===== config.mk =====
export PLATFORM = sky130hd
export DESIGN_NAME = bus_cycle_controller
export DESIGN_NICKNAME = d
export VERILOG_FILES = /design/src/rtl/bus_cycle_pkg.sv /design/src/rtl/bus_status_decode.sv /design/src/rtl/bus_cycle_controller.sv
export SDC_FILE = /design/constraint.sdc
export NUM_CORES = 1
export LEC_CHECK = 0
export ABC_AREA = 1
export ABC_CLOCK_PERIOD_IN_PS = 1800
export BUFFER_PORTS_ARGS = -buffer_cell sky130_fd_sc_hd__buf_2
export CAP_MARGIN = 20
export CORE_MARGIN = 10
export CORE_UTILIZATION = 35
export CTS_BUF_LIST = sky130_fd_sc_hd__clkbuf_2
export DETAILED_ROUTE_END_ITERATION = 6
export PLACE_DENSITY = 0.67
export SLEW_MARGIN = 20
export SYNTH_ARGS = -nofsm -noshare
export SYNTH_HDL_FRONTEND = slang
export SYNTH_SLANG_ARGS = --single-unit

===== constraint.sdc =====
create_clock -name clock -period 1.8 [get_ports clock]
set_clock_uncertainty 0.2 [all_clocks]
set_input_delay 0.36 -clock clock [delete_from_list [all_inputs] [get_ports clock]]
set_output_delay 0.36 -clock clock [all_outputs]
set_load 0.02 [all_outputs]

===== src/rtl/bus_cycle_pkg.sv =====
// Shared types for the 8288-style bus cycle controller.
//   bus_status_t : S2..S0 status codes from the 8088
//   bus_state_t  : T-state machine states
//   strobe_sel_t : one-hot command strobe select (active high)
package bus_cycle_pkg;

  typedef enum logic [2:0] {
    BS_INTA       = 3'b000,
    BS_IO_READ    = 3'b001,
    BS_IO_WRITE   = 3'b010,
    BS_HALT       = 3'b011,
    BS_CODE_FETCH = 3'b100,
    BS_MEM_READ   = 3'b101,
    BS_MEM_WRITE  = 3'b110,
    BS_PASSIVE    = 3'b111
  } bus_status_t;

  typedef enum logic [2:0] {
    ST_IDLE,
    ST_T1,
    ST_T2,
    ST_T3,
    ST_TW,
    ST_T4,
    ST_HALT
  } bus_state_t;

  typedef struct packed {
    logic inta;
    logic io_read;
    logic io_write;
    logic mem_read;
    logic mem_write;
  } strobe_sel_t;

  localparam bus_status_t STATUS_PASSIVE = BS_PASSIVE;

endpackage


===== src/rtl/bus_status_decode.sv =====
// Combinational status decoder.
//   status     : in  bus_status_t, S2..S0 for the cycle being started
//   strobe_sel : out one-hot select of the command strobe to assert
//   write      : out 1 for I/O write and memory write cycles
module bus_status_decode
  import bus_cycle_pkg::*;
(
  input  bus_status_t status,
  output strobe_sel_t strobe_sel,
  output logic        write
);

  always_comb begin
    strobe_sel = '0;
    write      = 1'b0;
    case (status)
      BS_INTA:       strobe_sel.inta      = 1'b1;
      BS_IO_READ:    strobe_sel.io_read   = 1'b1;
      BS_IO_WRITE: begin
        strobe_sel.io_write = 1'b1;
        write               = 1'b1;
      end
      BS_CODE_FETCH: strobe_sel.mem_read  = 1'b1;
      BS_MEM_READ:   strobe_sel.mem_read  = 1'b1;
      BS_MEM_WRITE: begin
        strobe_sel.mem_write = 1'b1;
        write                = 1'b1;
      end
      default: ;  // halt and passive drive no strobe
    endcase
  end

endmodule


===== src/rtl/bus_cycle_controller.sv =====
// 8288-style bus cycle controller: samples 8088 status, runs T1..T4/Tw and
// produces ALE, latched address, DT/R, DEN, lock and active-low strobes.
// Optional build macro BUS_TIMEOUT_EN: limits Tw to TIMEOUT_CYCLES cycles
// and pulses bus_timeout on a forced cycle end.
//   clock, reset_n            : bus clock, async active-low reset
//   processor_status[2:0]     : S2..S0
//   processor_lock_n          : LOCK prefix
//   cpu_address[19:0]         : multiplexed address, valid in T1
//   processor_ready           : synchronized READY, sampled in T3/Tw
//   cpu_bus_enable            : 1 = CPU owns the bus
//   address[19:0]             : address latched at end of T1
//   address_latch_enable      : ALE, high in T1
//   *_n strobes               : IORC/IOWC/MRDC/MWTC/INTA, active low
//   data_enable               : DEN
//   transmit_or_receive_n     : DT/R, 1 = write
//   bus_lock_n                : registered lock
//   halted                    : halt cycle in progress
//   bus_timeout               : one-cycle forced-end pulse
module bus_cycle_controller
  import bus_cycle_pkg::*;
#(
  parameter int unsigned TIMEOUT_CYCLES = 64
) (
  input  logic        clock,
  input  logic        reset_n,
  input  logic [2:0]  processor_status,
  input  logic        processor_lock_n,
  input  logic [19:0] cpu_address,
  input  logic        processor_ready,
  input  logic        cpu_bus_enable,
  output logic [19:0] address,
  output logic        address_latch_enable,
  output logic        io_read_n,
  output logic        io_write_n,
  output logic        memory_read_n,
  output logic        memory_write_n,
  output logic        interrupt_acknowledge_n,
  output logic        data_enable,
  output logic        transmit_or_receive_n,
  output logic        bus_lock_n,
  output logic        halted,
  output logic        bus_timeout
);

  bus_state_t  state;
  bus_status_t cur_status;
  bus_status_t prev_status;
  bus_status_t held_type;
  bus_status_t start_type;
  logic        pending;
  logic        status_edge;
  logic        start;
  logic        abort;
  logic        timeout_hit;
  logic        start_write;
  strobe_sel_t start_sel;
  strobe_sel_t cycle_sel;
  strobe_sel_t strobe_q;
  logic        den_q;

  assign cur_status  = bus_status_t'(processor_status);
  assign status_edge = (prev_status == STATUS_PASSIVE) && (cur_status != STATUS_PASSIVE);
  // An edge seen while DMA owns the bus is parked in pending/held_type
  // and launched once cpu_bus_enable returns.
  assign start       = (state == ST_IDLE) && cpu_bus_enable && (status_edge || pending);
  assign start_type  = pending ? held_type : cur_status;
  assign abort       = !cpu_bus_enable &&
                       ((state == ST_T2) || (state == ST_T3) || (state == ST_TW));

  bus_status_decode u_decode (
    .status     (start_type),
    .strobe_sel (start_sel),
    .write      (start_write)
  );

`ifdef BUS_TIMEOUT_EN
  logic [31:0] tw_count;

  always_ff @(posedge clock or negedge reset_n) begin
    if (!reset_n) begin
      tw_count <= '0;
    end else if (state == ST_T1) begin
      tw_count <= '0;
    end else if (state == ST_TW) begin
      tw_count <= tw_count + 32'd1;
    end
  end

  // Fires in the TIMEOUT_CYCLES-th Tw cycle if READY is still low.
  assign timeout_hit = (state == ST_TW) && !processor_ready &&
                       (tw_count == TIMEOUT_CYCLES - 32'd1);
`else
  // No timeout counter: Tw waits indefinitely and the parameter is inert.
  assign timeout_hit = (TIMEOUT_CYCLES == 0) && 1'b0;
`endif

  // Strobes and DEN are registered, but loss of bus ownership in T2..Tw
  // must release them in the same cycle, hence the combinational abort gate.
  assign interrupt_acknowledge_n = !(strobe_q.inta      && !abort);
  assign io_read_n               = !(strobe_q.io_read   && !abort);
  assign io_write_n              = !(strobe_q.io_write  && !abort);
  assign memory_read_n           = !(strobe_q.mem_read  && !abort);
  assign memory_write_n          = !(strobe_q.mem_write && !abort);
  assign data_enable             = den_q && !abort;

  always_ff @(posedge clock or negedge reset_n) begin
    if (!reset_n) begin
      state                 <= ST_IDLE;
      prev_status           <= STATUS_PASSIVE;
      held_type             <= STATUS_PASSIVE;
      pending               <= 1'b0;
      cycle_sel             <= '0;
      strobe_q              <= '0;
      den_q                 <= 1'b0;
      address               <= '0;
      address_latch_enable  <= 1'b0;
      transmit_or_receive_n <= 1'b0;
      bus_lock_n            <= 1'b1;
      halted                <= 1'b0;
      bus_timeout           <= 1'b0;
    end else begin
      prev_status <= cur_status;
      bus_timeout <= 1'b0;
      if ((state == ST_IDLE) || (state == ST_T1)) begin
        bus_lock_n <= processor_lock_n;
      end
      case (state)
        ST_IDLE: begin
          if (start) begin
            state                 <= ST_T1;
            pending               <= 1'b0;
            address_latch_enable  <= 1'b1;
            cycle_sel             <= start_sel;
            transmit_or_receive_n <= start_write;
            halted                <= (start_type == BS_HALT);
          end else if (status_edge && !cpu_bus_enable && !pending) begin
            pending   <= 1'b1;
            held_type <= cur_status;
          end
        end
        ST_T1: begin
          address_latch_enable <= 1'b0;
          address              <= cpu_address;
          if (halted) begin
            state <= ST_HALT;
          end else begin
            state    <= ST_T2;
            strobe_q <= cycle_sel;
            den_q    <= 1'b1;
          end
        end
        ST_T2: begin
          if (abort) begin
            state    <= ST_T4;
            strobe_q <= '0;
            den_q    <= 1'b0;
          end else begin
            state <= ST_T3;
          end
        end
        ST_T3, ST_TW: begin
          if (abort || processor_ready || timeout_hit) begin
            state       <= ST_T4;
            strobe_q    <= '0;
            den_q       <= 1'b0;
            bus_timeout <= timeout_hit && !abort;
          end else begin
            state <= ST_TW;
          end
        end
        ST_T4: begin
          state                 <= ST_IDLE;
          transmit_or_receive_n <= 1'b0;
        end
        ST_HALT: begin
          if (cur_status == STATUS_PASSIVE) begin
            state  <= ST_IDLE;
            halted <= 1'b0;
          end
        end
        default: state <= ST_IDLE;
      endcase
    end
  end

endmodule


==> reports/metrics.yaml, run 1 <==
floorplan:
  die_area_um2: 9190
  pin_count: 59
  die_h_um: 95.87
  core_um2: 5540
  die-width_um: 95.87
  initial_core_util: 0.3636
  rows: 27
finish:
  area.growth.synth_to_final_pct: 44.72
  fillers: 539
  antenna_cells: 0
  layout_common_cells: "112 x nand2_1, 51 x buf_2, 36 x dfrtp_1, 25 x dlygate4sd3_1, 18 x inv_1"
  num-nets-final: 377
  layout_commonest_cell: "nand2_1"
  final_core_util: 0.5262
  drive_gt1_frac: 0.3200
logic_synthesis:
  synth_compound_area_frac: 0.04969
  synth_top_family_by_area: "simple AND/OR/NAND/NOR gates"
  ys_seq_area_frac: 0.5634
  yosys.cell_types.count: 25
  synthMuxAreaShare: 0
  yosysWarnings: 0
  synth_xor_area_frac: 0
  yosys.area_share.simple: 0.3180
  syn-num-nets: 277
  netlist_area_um2: 2014
  postSynthAreaPerCell_um2: 8.090
  synth_fa_ha_area_frac: 0
  synth_cells: 249
  synth-seq-cells: 45
pwr:
  p_leak_nw: 1.556
  irDropWorstVdd_mv: 0.5786
  power_mw: 4.851
  power.density_nw_per_um2: 1664
sta:
  finalHoldWorstSlack_ns: 0.1067
  finalSetupViolations: 6
  fin_ws_ns: -0.2524
  rsz0062_at_grt: "true"
  maxSlewViolCount: 0
  post-route-period-util: 1.140
  hold_violations: 0
  timing.fmax_mhz: 487.2
  finalCriticalPeriod_ns: 2.052
clocking:
  clock_sinks: 45
  clock_latency_ns: 0.41
  cts_root_buffer: "clkbuf_2"
  cts-buffers-inserted: 5
  path_clk_slew_ns: 0.21
  cts_tree: "built"
  htreeDepth: 2
  cts_buffer_depth: 2
setup_path:
  crit_buf_inv: 3
  critPathLaunchType: "flop"
  crit_path_end_kind: "output pin"
  cp.required_ns: 1.24
  critPathArrivalTime_ns: 1.49
  cp_slowest_cell: "dfrtp_2"
  cpMostUsedCell: "inv_2"
  cp_max_fo: 6
  cp_cell_sequence: "o21ai_2 -> inv_2 -> nor2_4 -> nand2_4 -> nand2_2 -> inv_2 -> buf_6"
  crit_family: "flip-flops"
  slowest_delay_ns: 0.47
  criticalPathCategory: "reg -> out"
hold_path:
  holdCritPathClass: "in -> reg"
drt:
  firstDrtPassIters: 4
  post_drt_via_cell_ratio: 4.353
  ant_nets: 0
  num_vias: 1837
  drc: 0
  drtIter0Drc: 105
  wl_per_cell_um: 11.93
  wl_mm: 5.033
grt:
  gr-total-overflow: 0
  grt_pass1_wl_mm: 8.576
  track_usage: 0.1150
  grt_pass1_vias: 1845
  antenna_found_initial: 0
  grt_max_degree: 26
place:
  port_buffers: 57
  dp_slack_ns: 0.08672
  gp_congestion: 0.7797
  dpl.hpwl_mm: 3.459
job:
  maxCapViolCount: 0
run_status:
  status: "finished, violations left"
  violations: "negative setup slack"
[where the power goes]
| part | internal (mW) | switching [mW] | leakage (nW) | total (mW) |
|---|---|---|---|---|
| combinational | 1.09 | 1.63 | 0.970 | 2.72 |
| clock | 0.0920 | 0.315 | 0.0304 | 0.407 |
| sequential | 1.47 | 0.251 | 0.556 | 1.72 |
| total | 2.65 | 2.20 | 1.56 | 4.85 |
[area by class of cell]
cell class	instances	area (µm²)	share of cell area
sequential	45	1137	0.3901
clock inverter	3	17.52	0.006009
multi-input combinational	173	809.5	0.2777
inverter	23	88.84	0.03047
clock buffer	5	25.02	0.008584
timing repair buffer	101	747.0	0.2562
tap	72	90.09	0.03090
[state kept, by name, indices dropped and copies added, names as in the netlist, 3 cells and up]
signal,cells
prev_status,3
address,20
held_type,3
strobe_q,5
state,3
cycle_sel,5
[routing by layer]
metal / vias up / global-route usage / routed length [µm]
li1: 964 / - / -
met1: 824 / 0.1338 / 2188
met2: 41 / 0.1981 / 2526
met3: 8 / 0.02802 / 240
met4: 0 / 0.04791 / 77
met5: - / 0 / 0
[synthesized netlist by cell type, drive strengths merged]
library cell,count,area share
dfrtp,38,0.47
nand2,116,0.22
clkbuf,2,0.0037
nand4,3,0.0093
buf,6,0.020
nand3b,1,0.0037
a31oi,1,0.0031
nor2,18,0.040
o21a,1,0.0037
o21ai,13,0.036
nor3,3,0.013
a21oi,2,0.0068
nand3,14,0.035
dfstp,7,0.091
inv,23,0.043
conb,1,0.0019
[per-stage QoR]
step	cell area (µm²)	cells	setup TNS, ns
2_1_floorplan	2014	249	0
3_3_place_gp	2429	380	0
3_5_place_dp	2429	380	0
4_1_cts	2843	421	-1.826
5_1_grt	2915	422	-2.912
6_report	2915	422	-1.488
[what timing repair did]
action,4_1_cts,5_1_grt
gates resized for setup,18,17
hold buffers,25,0
endpoints found under the setup margin,6,42
buffers inserted,8,4
endpoints found under the hold margin,51,0
pin swaps,4,9
[final timing paths]
path                       slack, ns  depth (start not counted)                   start                       end
min                             0.11                          4          cpu_bus_enable  held_type[2]$_DFFE_PN1P_
max in group asynchronous       0.67                          3                 reset_n  cycle_sel[1]$_DFFE_PN0P_
min reg2reg                     0.28                          2  bus_lock_n$_DFFE_PN1P_    bus_lock_n$_DFFE_PN1P_
min in group asynchronous       0.23                          2                 reset_n        halted$_DFFE_PN0P_
max                            -0.25                          7    state[1]$_DFFE_PN0P_               data_enable
max reg2reg                     0.05                          8    state[1]$_DFFE_PN0P_   strobe_q[0]$_DFFE_PN0P_
[cells by family (layout without fill, tap and decap cells)]
family / Yosys count / count (layout)
AND/OR/NAND/NOR: 155 / 155
flip-flops: 45 / 45
buffers and inverters: 31 / 132
AO/OA/AOI/OAI: 17 / 17
other: 1 / 1
[worst register-to-register path, delay by kind of cell, from the launching register on]
| kind | cells | cell delay [ns] |
|---|---|---|
| buffers and inverters | 3 | 0.43 |
| AO/OA/AOI/OAI | 1 | 0.08 |
| flip-flops | 1 | 0.47 |
| AND/OR/NAND/NOR | 4 | 0.53 |
Power figures use the tool's default switching activity.
==> inputs of run 2 (changes only) <==
- CORE_UTILIZATION: 35 -> 30
- PLACE_DENSITY: 0.67 -> 0.6
==> run 2 against run 1 <==
Effect of this change:
- the run still ends with negative setup slack left
- register-to-register slack better by 0.02 ns
- core utilization down 8.0 points
- clock power up 35%
- sequential power is essentially flat
- flip-flop and latch count unchanged
==> reports/metrics.yaml, run 2 (same netlist as run 1, synthesis figures left out) <==
finish:
  fin_area_um2: 2867  # -1.7%
  layout_commonest_cell: "nand2_1"
  stdcell_count: 424  # +0.47%
  largest_reg_flops: 20  # unchanged
  num-nets-final: 373  # -1.1%
  area.growth.synth_to_final_pct: 42.30
  regMostFlops: "address"
  reg_top3: "address: 20 flops, cycle_sel: 5 flops, strobe_q: 5 flops"
  drive_gt1_frac: 0.3064  # -0.01364
  layout_common_cells: "113 x nand2_1, 52 x buf_2, 37 x dfrtp_1, 25 x dlygate4sd3_1, 19 x inv_1"
job:
  maxCapViolCount: 0  # unchanged
setup_path:
  crit_path_end_kind: "output pin"
  crit_start: "state[1]$_DFFE_PN0P_"
  criticalPathCategory: "reg -> out"
  cp_max_fo: 6  # unchanged
  critPathLaunchType: "flop"
  crit_buf_inv: 3  # unchanged
  cp_slowest_cell: "dfrtp_2"
  slowest_delay_ns: 0.50  # +0.03 ns
  r2r-start: "state[2]$_DFFE_PN0P_"
  critPathArrivalTime_ns: 1.51  # +0.02 ns
  crit_family: "flip-flops"
  timing.rr.end: "strobe_q[1]$_DFFE_PN0P_"
  cp_cell_sequence: "o21ai_4 -> inv_2 -> nor2_4 -> nand2_4 -> nand2_1 -> inv_1 -> buf_2"
  worstRegToRegCells: 7  # -1
  rrSetupSlack_ns: 0.07  # +0.02 ns
  cp.required_ns: 1.24  # about the same
drt:
  ant_nets: 0  # unchanged
  wl_per_cell_um: 12.30  # +3.1%
  wl_mm: 5.215  # +3.6%
  drtIter0Drc: 88  # -16%
  post_drt_via_cell_ratio: 4.307  # -1.1%
  firstDrtPassIters: 4  # unchanged
  drc: 0  # unchanged
  num_vias: 1826  # -0.60%
sta:
  post-route-period-util: 1.148  # +0.007615
  tns_ns: -1.393  # +0.09588 ns
  finalSetupViolations: 6  # unchanged
  hold_violations: 0  # unchanged
  rsz0062_at_grt: "true"
  maxSlewViolCount: 0  # unchanged
  fin_ws_ns: -0.2661  # -0.01371 ns
  timing.fmax_mhz: 484.0  # -0.66%
  finalCriticalPeriod_ns: 2.066  # +0.01371 ns
clocking:
  cts-buffers-inserted: 5  # unchanged
  path_clk_slew_ns: 0.21  # about the same
  clock_latency_ns: 0.40  # about the same
  cts_root_buffer: "clkbuf_2"
  htreeDepth: 2  # unchanged
  cts_tree: "built"
  cts_buffer_depth: 2  # unchanged
  clock_sinks: 45  # unchanged
place:
  port_buffers: 57  # unchanged
  gp_congestion: 0.7880  # +1.1%
  dpl.hpwl_mm: 3.652  # +5.6%
  place_area_um2: 2427  # about the same
  placed_cells: 384  # +1.1%
grt:
  track_usage: 0.1008  # -0.01421
  antenna_found_initial: 1  # +1
  grt_pass1_vias: 1841  # -0.22%
  grt_max_degree: 26  # unchanged
  grt_pass1_wl_mm: 8.507  # -0.80%
  gr-total-overflow: 0  # unchanged
floorplan:
  rows: 29  # +7.4%
  die_h_um: 101.9  # +6.3%
  initial_core_util: 0.3137  # -0.04994
  pin_count: 59  # unchanged
  core_um2: 6422  # +16%
  die-width_um: 101.9  # +6.3%
  die_area_um2: 10390  # +13%
pwr:
  switching_share: 0.4451  # -0.007906
  power_mw: 4.789  # -1.3%
  seqPwrFrac: 0.361  # +0.007
  p_clk_frac: 0.115  # +0.031
  p_leak_nw: 1.536  # -1.3%
  power_switching_mw: 2.131  # -3.0%
  irDropWorstVdd_mv: 0.4468  # -23%
  power.density_nw_per_um2: 1671  # +0.40%
  combPwrFrac: 0.525  # -0.037
  internal_power_mw: 2.658  # +0.15%
run_status:
  status: "finished, violations left"
  violations: "negative setup slack"
hold_path:
  holdPathStages: 4  # unchanged
  holdCritPathClass: "in -> reg"
  hold_path_end: "held_type[0]$_DFFE_PN1P_"
  min_from: "cpu_bus_enable"
[run 2: repair_timing]
action,in CTS,in global routing
setup endpoints to repair,6,17
hold buffers,25,0
pin swaps,1,3
resized for setup,15,6
hold endpoints to repair,40,0
setup buffers,4,2
[run 2: area by class of cell]
class,instances,area [µm²]
diodes,1,2.502
clock buffers,6,30.03
clock inverters,2,33.78
fillers,651,3556
inverters,23,86.33
multi-input cells,173,789.5
flip-flops and latches,45,1136
well taps,77,96.34
repair buffers,97,691.9
[run 2: layer usage]
metal / vias up / track usage / routed length [µm]
met5: - / 0 / 0
met1: 834 / 0.1102 / 2167
li1: 957 / - / -
met2: 30 / 0.1794 / 2703
met4: 0 / 0.03905 / 76
met3: 5 / 0.03104 / 267
[run 2: power groups by stage]
stage               Sequential, mW  Combinational, mW  Clock (mW)
floorplan                     2.01               1.25           0
global placement              1.72               2.25           0
detailed placement            1.74               2.28           0
CTS                           1.71               2.49       0.582
global route                  1.78               2.81       0.612
finish                        1.73               2.51       0.549
[run 2: worst min-delay path, delay by kind of cell]
| kind | cells | cell delay (ns) |
|---|---|---|
| and+or+nand+nor | 2 | 0.18 |
| buffers and inverters | 1 | 0.11 |
| AOI/OAI and AO/OA | 1 | 0.07 |
[run 2: worst max path at each step]
stage	to	slack [ns]	cells after the start
after floorplan	interrupt_acknowledge_n	0.03	6
after detailed placement	data_enable	0.09	7
after CTS	data_enable	-0.33	7
final	data_enable	-0.27	7
after global routing	data_enable	-0.38	7
after global placement	data_enable	0.10	7
[run 2: per-stage QoR]
stage,setup slack [ns],hold slack (ns),util
6_report,-0.2661,0.1075,0.4463
5_1_grt,-0.3772,0.09408,0.4463
4_1_cts,-0.3271,0.1528,0.4393
3_5_place_dp,0.09109,0.1614,0.3779
3_3_place_gp,0.1027,0.1561,0.3779
2_1_floorplan,0.03210,-0.1356,-
